<file path="src/rtl/seg_display_arbiter.sv">
// seg_display_arbiter: round-robin sharing of a two-digit seven-segment display
// with a minimum hold time per shown value and a free-running display strobe.
module seg_display_arbiter #(
  parameter int NUM_REQ     = 4,
  parameter int HOLD_CYCLES = 1000,
  parameter int EN_DIV      = 4,
  parameter int CNT_W       = 16,
  localparam int ID_W       = (NUM_REQ > 1) ? $clog2(NUM_REQ) : 1
) (
  input  logic                 clk,
  input  logic                 rst_n,
  input  logic [NUM_REQ-1:0]   req,
  input  logic [8*NUM_REQ-1:0] req_data,
  output logic [NUM_REQ-1:0]   gnt,
  output logic [ID_W-1:0]      active_id,
  output logic [7:0]           disp_data,
  output logic                 disp_en,
  output logic                 busy
);
  typedef enum logic {IDLE, HOLD} state_t;
  state_t state, state_nx;
  logic [ID_W-1:0]  ptr, win, ptr_nx;
  logic [ID_W:0]    cand;
  logic [CNT_W-1:0] cnt, pre;
  logic             found, arb;
  // Scan upward from ptr with wrap; the extra bit keeps ptr+k from overflowing
  always_comb begin
    win   = '0;
    found = 1'b0;
    cand  = '0;
    for (int k = 0; k < NUM_REQ; k++) begin
      cand = {1'b0, ptr} + (ID_W+1)'(k);
      if (cand >= (ID_W+1)'(NUM_REQ)) cand = cand - (ID_W+1)'(NUM_REQ);
      if (!found && req[cand[ID_W-1:0]]) begin
        found = 1'b1;
        win   = cand[ID_W-1:0];
      end
    end
    ptr_nx = (win == ID_W'(NUM_REQ-1)) ? '0 : win + 1'b1;
  end
  always_comb begin
    arb      = found && (state == IDLE || cnt == '0);
    state_nx = arb ? HOLD : (state == HOLD && cnt == '0) ? IDLE : state;
  end
  always_ff @(posedge clk or negedge rst_n)
    if (!rst_n) state <= IDLE;
    else        state <= state_nx;
  always_ff @(posedge clk or negedge rst_n) begin
    if (!rst_n) begin
      gnt       <= '0;
      active_id <= '0;
      disp_data <= 8'h00;
      busy      <= 1'b0;
      ptr       <= '0;
      cnt       <= '0;
    end else begin
      gnt  <= arb ? (NUM_REQ'(1) << win) : '0;
      busy <= (state_nx == HOLD);
      if (arb) begin
        active_id <= win;
        disp_data <= req_data[{win, 3'b000} +: 8];
        ptr       <= ptr_nx;
        cnt       <= CNT_W'(HOLD_CYCLES-1);
      end else if (state == HOLD && cnt != '0) begin
        cnt <= cnt - 1'b1;
      end
    end
  end
  // Strobe fires the cycle after the prescaler wraps, independent of arbitration
  always_ff @(posedge clk or negedge rst_n) begin
    if (!rst_n) begin
      pre     <= '0;
      disp_en <= 1'b0;
    end else begin
      pre     <= (pre == CNT_W'(EN_DIV-1)) ? '0 : pre + 1'b1;
      disp_en <= (pre == CNT_W'(EN_DIV-1));
    end
  end
endmodule

</file>
<file path="config.mk">
export PLATFORM = sky130hd
export DESIGN_NAME = seg_display_arbiter
export DESIGN_NICKNAME = d
export VERILOG_FILES = /design/src/rtl/seg_display_arbiter.sv
export SDC_FILE = /design/constraint.sdc
export NUM_CORES = 1
export LEC_CHECK = 0
export CAP_MARGIN = 20
export CORE_UTILIZATION = 54
export DETAILED_ROUTE_END_ITERATION = 8
export MAX_ROUTING_LAYER = met4
export PLACE_DENSITY = 0.84
export SLEW_MARGIN = 25
export SYNTH_ARGS = -nofsm -noshare
export SYNTH_HDL_FRONTEND = slang
export SYNTH_SLANG_ARGS = --single-unit
</file>
<file path="constraint.sdc">
create_clock -name clk -period 4.2 [get_ports clk]
set_input_delay 1.05 -clock clk [delete_from_list [all_inputs] [get_ports clk]]
set_output_delay 1.05 -clock clk [all_outputs]
set_load 0.01 [all_outputs]
</file>
==> results of run 1 <==
## cell families after synthesis
| family | Yosys count | share of synthesized area, % |
|---|---|---|
| AND/OR/NAND/NOR | 85 | 18.1 |
| AO/OA/AOI/OAI | 52 | 14.2 |
| multiplexers | 18 | 7.26 |
| flip-flops | 50 | 50.1 |
| buffers and inverters | 14 | 2.86 |
| adder cells (fa/ha/maj) | 3 | 1.50 |
| XOR/XNOR | 17 | 5.96 |
## per-layer routing
metal	part of all wire, %	global-route usage [%]	vias up
li1	-	-	992
met1	46	32.6	1005
met2	46	36.1	80
met3	6.5	5.92	7
met4	1.2	6.44	0
met5	0	-	-
## power breakdown
group	leakage, nW	internal (mW)	switching, mW
clock network	0.0579	0.175	0.158
logic	0.678	0.111	0.0956
registers	0.641	0.522	0.0516
total	1.38	0.808	0.305
## cell usage after synthesis, drive strengths merged (2+ instances only)
cell / n / share of area (%)
ha: 3 / 1.5
or3: 2 / 0.50
o21ai: 19 / 3.8
dfrtp: 50 / 50
buf: 5 / 1.5
o31ai: 4 / 1.2
nor2: 18 / 2.7
nor4: 6 / 1.5
and3: 8 / 2.0
inv: 6 / 0.90
nor3: 11 / 2.2
clkbuf: 3 / 0.45
and4: 3 / 1.1
o21a: 2 / 0.90
nand2: 11 / 1.7
nand4: 5 / 1.3
xor2: 7 / 2.5
a21oi: 6 / 1.2
nor2b: 6 / 1.5
mux2i: 17 / 6.8
nand3: 8 / 1.6
xnor2: 10 / 3.5
a31o: 2 / 0.70
o221ai: 9 / 3.2
o211ai: 4 / 1.2
## cell type report
| cell class | count | area, um2 |
|---|---|---|
| sequential | 50 | 1250 |
| fill | 324 | 1230 |
| multi-input combinational | 175 | 1180 |
| timing repair buffer | 56 | 551 |
| clock buffer | 5 | 68.8 |
| tap | 52 | 65.1 |
| clock inverter | 3 | 40.0 |
| inverter | 6 | 22.5 |
## worst paths after layout
path | from | endpoint | slack, ns
min in group asynchronous | rst_n | cnt[7] | 0.74
hold / removal | pre[15] | pre[15] | 0.48
setup / recovery | req[0] | disp_data[6] | 1.41
max in group asynchronous | rst_n | active_id[1] | 3.02
setup reg to reg | cnt[9] | disp_data[6] | 1.83
hold reg to reg | pre[15] | pre[15] | 0.48
## state kept, by name, indices dropped and copies added, names as in the netlist
register and cells:
disp_data 8, gnt 4, active_id 2, pre 16
cnt 16, disp_en 1, ptr 2, busy 1
==> metrics, run 1 <==
status=completed; Max Root-Sink Buffers=2; nets@finish=between 300 and 400; hold crit path type=reg -> reg; Iteration-0 DRC Markers=between 100 and 150; total iterations of the first detailed-routing run=4; number of antenna violations at the first check in global routing=0; max cap viols=0; syn nets=280; Die Y=70.0 um; vias=between 2k and 2.5k; #FFs+latches synth=50; final count of pins violating max slew=0; vias per cell=6.01; commonest non-fill, non-tap cell in the layout=clkdlybuf4s50_1; Placed Area=0.00307 mm2; Post-Layout Cell Count=347; Initial Util=56.6%; Final Cell Area=0.00318 mm2; Die W=70.0 um; Worst Setup End Kind=register; Post-Syn Instances=239; CP max stage delay=0.70 ns; layout cell share with drive strength beyond 1=under 10%; Worst slew margin=45.8%; CTS tree=yes; I/O Buffers=53; fmax=358 MHz; syn avg cell area=10.4 um2; clk root buf=clkbuf_8; CP top delay family=compound AO/OA/AOI/OAI gates; DP Cell Count=339; vias in the first global route=1,917; post-CTS sizing=0; sequential area share after synthesis=around half; maximum VDD drop=187 uV; # setup viols final=0; final worst clock skew=slightly below 0.007 ns; Crit Path Class=in -> reg; Post-DRT Antenna Nets=0; most frequent cells in the layout=clkdlybuf4s50_1, dfrtp_1, nor2_1, o21ai_0, mux2i_1; CTS buffer count=5; reg2reg path depth=5; Skew-Pair Late Insertion Delay=approximately 0.31 ns; maximum fanout along the worst path=10; RSZ-0062 raised after global routing=no; Cell Pwr Density=350 mW/mm2; H-tree depth=2; first-pass GRT wire length=8.99 mm; Row Count=24; critical path depth=6; WP buf/inv=1; Total Power=about 1.1 mW; setup TNS=0 ns; Hold Fails Final Rpt=0; Mapped Area=0.00250 mm2; largest net degree at the start of global routing=approximately 50; detailed-route wire length per cell=15.7 um; P&R area growth vs syn=27.3%; setup bufs post-CTS=0; WHS Path Cells=1; warnings from Yosys=0; WL final=5.46 mm; core area=0.00441 mm2; gr usage total=between 20% and 30%; CP Launch Type=input port; CTS clk-pin slew, worst paths=0.08 ns; routability cong.=0.795; final design utilization=around 72%; detailed-route DRC error count=0; Tmin final=2.79 ns; io pins=54; DIE AREA=0.00490 mm2; Netlist cell types=42; Leak=1.38 nW; hpwl dp=about 3.8 mm; crit path DAT=between 2 and 3 ns; GRT overflow=0; dpl ws=1.10 ns; CTS Sinks=50; worst hold slack=0.478 ns; Worst path most repeated cell=o21ai_0; measured slew at the worst slew-check pin=just over 0.8 ns; hold buffer count at CTS=0; share of the clock period used by the worst path=66.4%; setup ws final=1.41 ns; CP cell instances=clkdlybuf4s50_1, nor2b_1, o21ai_0, o21ai_0, o211ai_1, o221ai_1; ANT cells=0; Post-synth EDFFs=0; Top FF cell, synth=dfrtp_1; Slowest-stage cell, CP=o211ai_1; FFs w/ async S/R, synth=100%; worst endpoint required time=4.35 ns
Power figures use the tool's default switching activity.
==> run 2: changes to the inputs <==
- CORE_UTILIZATION: 54 -> 46
- PLACE_DENSITY: 0.84 -> 0.76
- clock period: 4.2 -> 2.4 ns (I/O delays scaled with it)
==> metrics, run 2 (same netlist as run 1, synthesis figures left out) <==
CTS Sinks=50; max cap viols=0; maximum fanout along the worst path=16; H-tree depth=2; Die Y=75.7 um; final worst clock skew=0.00946 ns; Worst Setup End Kind=register; setup bufs post-CTS=0; Skew-Pair Late Insertion Delay=0.31 ns; io pins=54; layout cell share with drive strength beyond 1=roughly a tenth; I/O Buffers=53; status=completed; detailed-route DRC error count=0; gr usage total=between 20% and 30%; core area=0.00517 mm2; CTS tree=yes; maximum VDD drop=310 uV; Die W=75.7 um; Max Root-Sink Buffers=2; Hold Fails Final Rpt=0; setup ws final=0.205 ns; post-CTS sizing=0; RSZ-0062 raised after global routing=no; Initial Util=48.3%; # setup viols final=0; Multi-input gate area=0.00118 mm2; hpwl dp=4.08 mm; measured slew at the worst slew-check pin=0.620 ns; Leak=1.44 nW; hold crit path type=in -> async; vias=around 2.2k; worst hold slack=roughly 0.15 ns; r2r setup slk=around 0.24 ns; reg2reg path depth=5; Storage cell area=0.00125 mm2; CTS clk-pin slew, worst paths=0.10 ns; CTS buffer count=5; fmax=456 MHz; vias in the first global route=a little over 2k; detailed-route wire length per cell=14.9 um; most frequent cells in the layout=clkdlybuf4s50_1, dfrtp_1, nor2_1, o21ai_0, mux2i_1; CP Launch Type=input port; Total Power=1.98 mW; crit path DAT=2.37 ns; Cell Pwr Density=596 mW/mm2; Crit Path Class=in -> reg; ANT cells=0; biggest regs=cnt: 16 flops, pre: 16 flops, disp_data: 8 flops; DIE AREA=around 0.0057 mm2; first-pass GRT wire length=9.16 mm; final count of pins violating max slew=0; number of antenna violations at the first check in global routing=0; Row Count=26; nets@finish=349; Tmin final=between 2 and 2.5 ns; Post-DRT Antenna Nets=0; vias per cell=5.68; Iteration-0 DRC Markers=approximately 130; routability cong.=between 0.8 and 0.9; # fillers=409; hold buffer count at CTS=0; worst endpoint required time=between 2 and 3 ns; GRT overflow=0; clk root buf=clkbuf_8; total iterations of the first detailed-routing run=4; share of the clock period used by the worst path=91.4%; largest net degree at the start of global routing=23; commonest non-fill, non-tap cell in the layout=clkdlybuf4s50_1; Worst slew margin=around 60%; WL final=about 5.6 mm; dpl ws=-0.106 ns; P&R area growth vs syn=33.0%
==> run 2: changes by cell type in the layout (fill, tap and decap cells not counted) <==
cell	delta
buf_12	+1
clkinv_2	-2
buf_4	+12
buf_2	+1
clkinvlp_4	+2
==> run 2: worst paths after layout <==
check / startpoint / to
setup / recovery: req[2] / disp_data[7]
hold / removal: rst_n / pre[3]
setup reg to reg: cnt[7] / cnt[11]
hold reg to reg: pre[15] / pre[15]
max in group asynchronous: rst_n / pre[11]
min in group clk: pre[15] / pre[15]
==> run 2: worst max-delay path: stages <==
cell             delay [ns]
clkdlybuf4s50_1        0.53
nor2b_1                0.22
a21boi_0               0.21
o32a_1                 0.27
buf_12                 0.19
mux2i_1                0.21
o221ai_1               0.13
==> run 2: layer usage <==
metal  up-vias  track usage (%)  routed length, um
met4         0             4.73                 46
met3         5             5.56                354
met5         -                -                  0
met2        77             33.9               2610
met1      1043             29.7               2630
li1       1027                -                  -
==> run 2: metrics by stage <==
step	cell area, um2	utilization (%)	TNS, ns	instances
detailed placement	3210	62.0	-0.791	371
CTS	3320	64.2	0	379
floorplan	2500	-	0	239
finish	3320	64.2	0	379
global route	3320	64.2	0	379
global placement	3210	62.0	0	371
==> run 2: layout make-up <==
type / instances / share of cell area [%]
multi-input cells: 175 / 35.6
inverters: 6 / 0.678
clock buffers: 5 / 2.07
clock inverters: 3 / 1.36
repair buffers: 70 / 20.0
flip-flops and latches: 50 / 37.7
well taps: 70 / 2.64
==> run 2: report_power, final <==
part / internal, mW / leakage (nW) / total, mW / switching [mW]
clock network: 0.310 / 0.0504 / 0.603 / 0.292
registers: 0.913 / 0.641 / 1.00 / 0.0896
logic: 0.209 / 0.747 / 0.375 / 0.166
total: 1.43 / 1.44 / 1.98 / 0.548
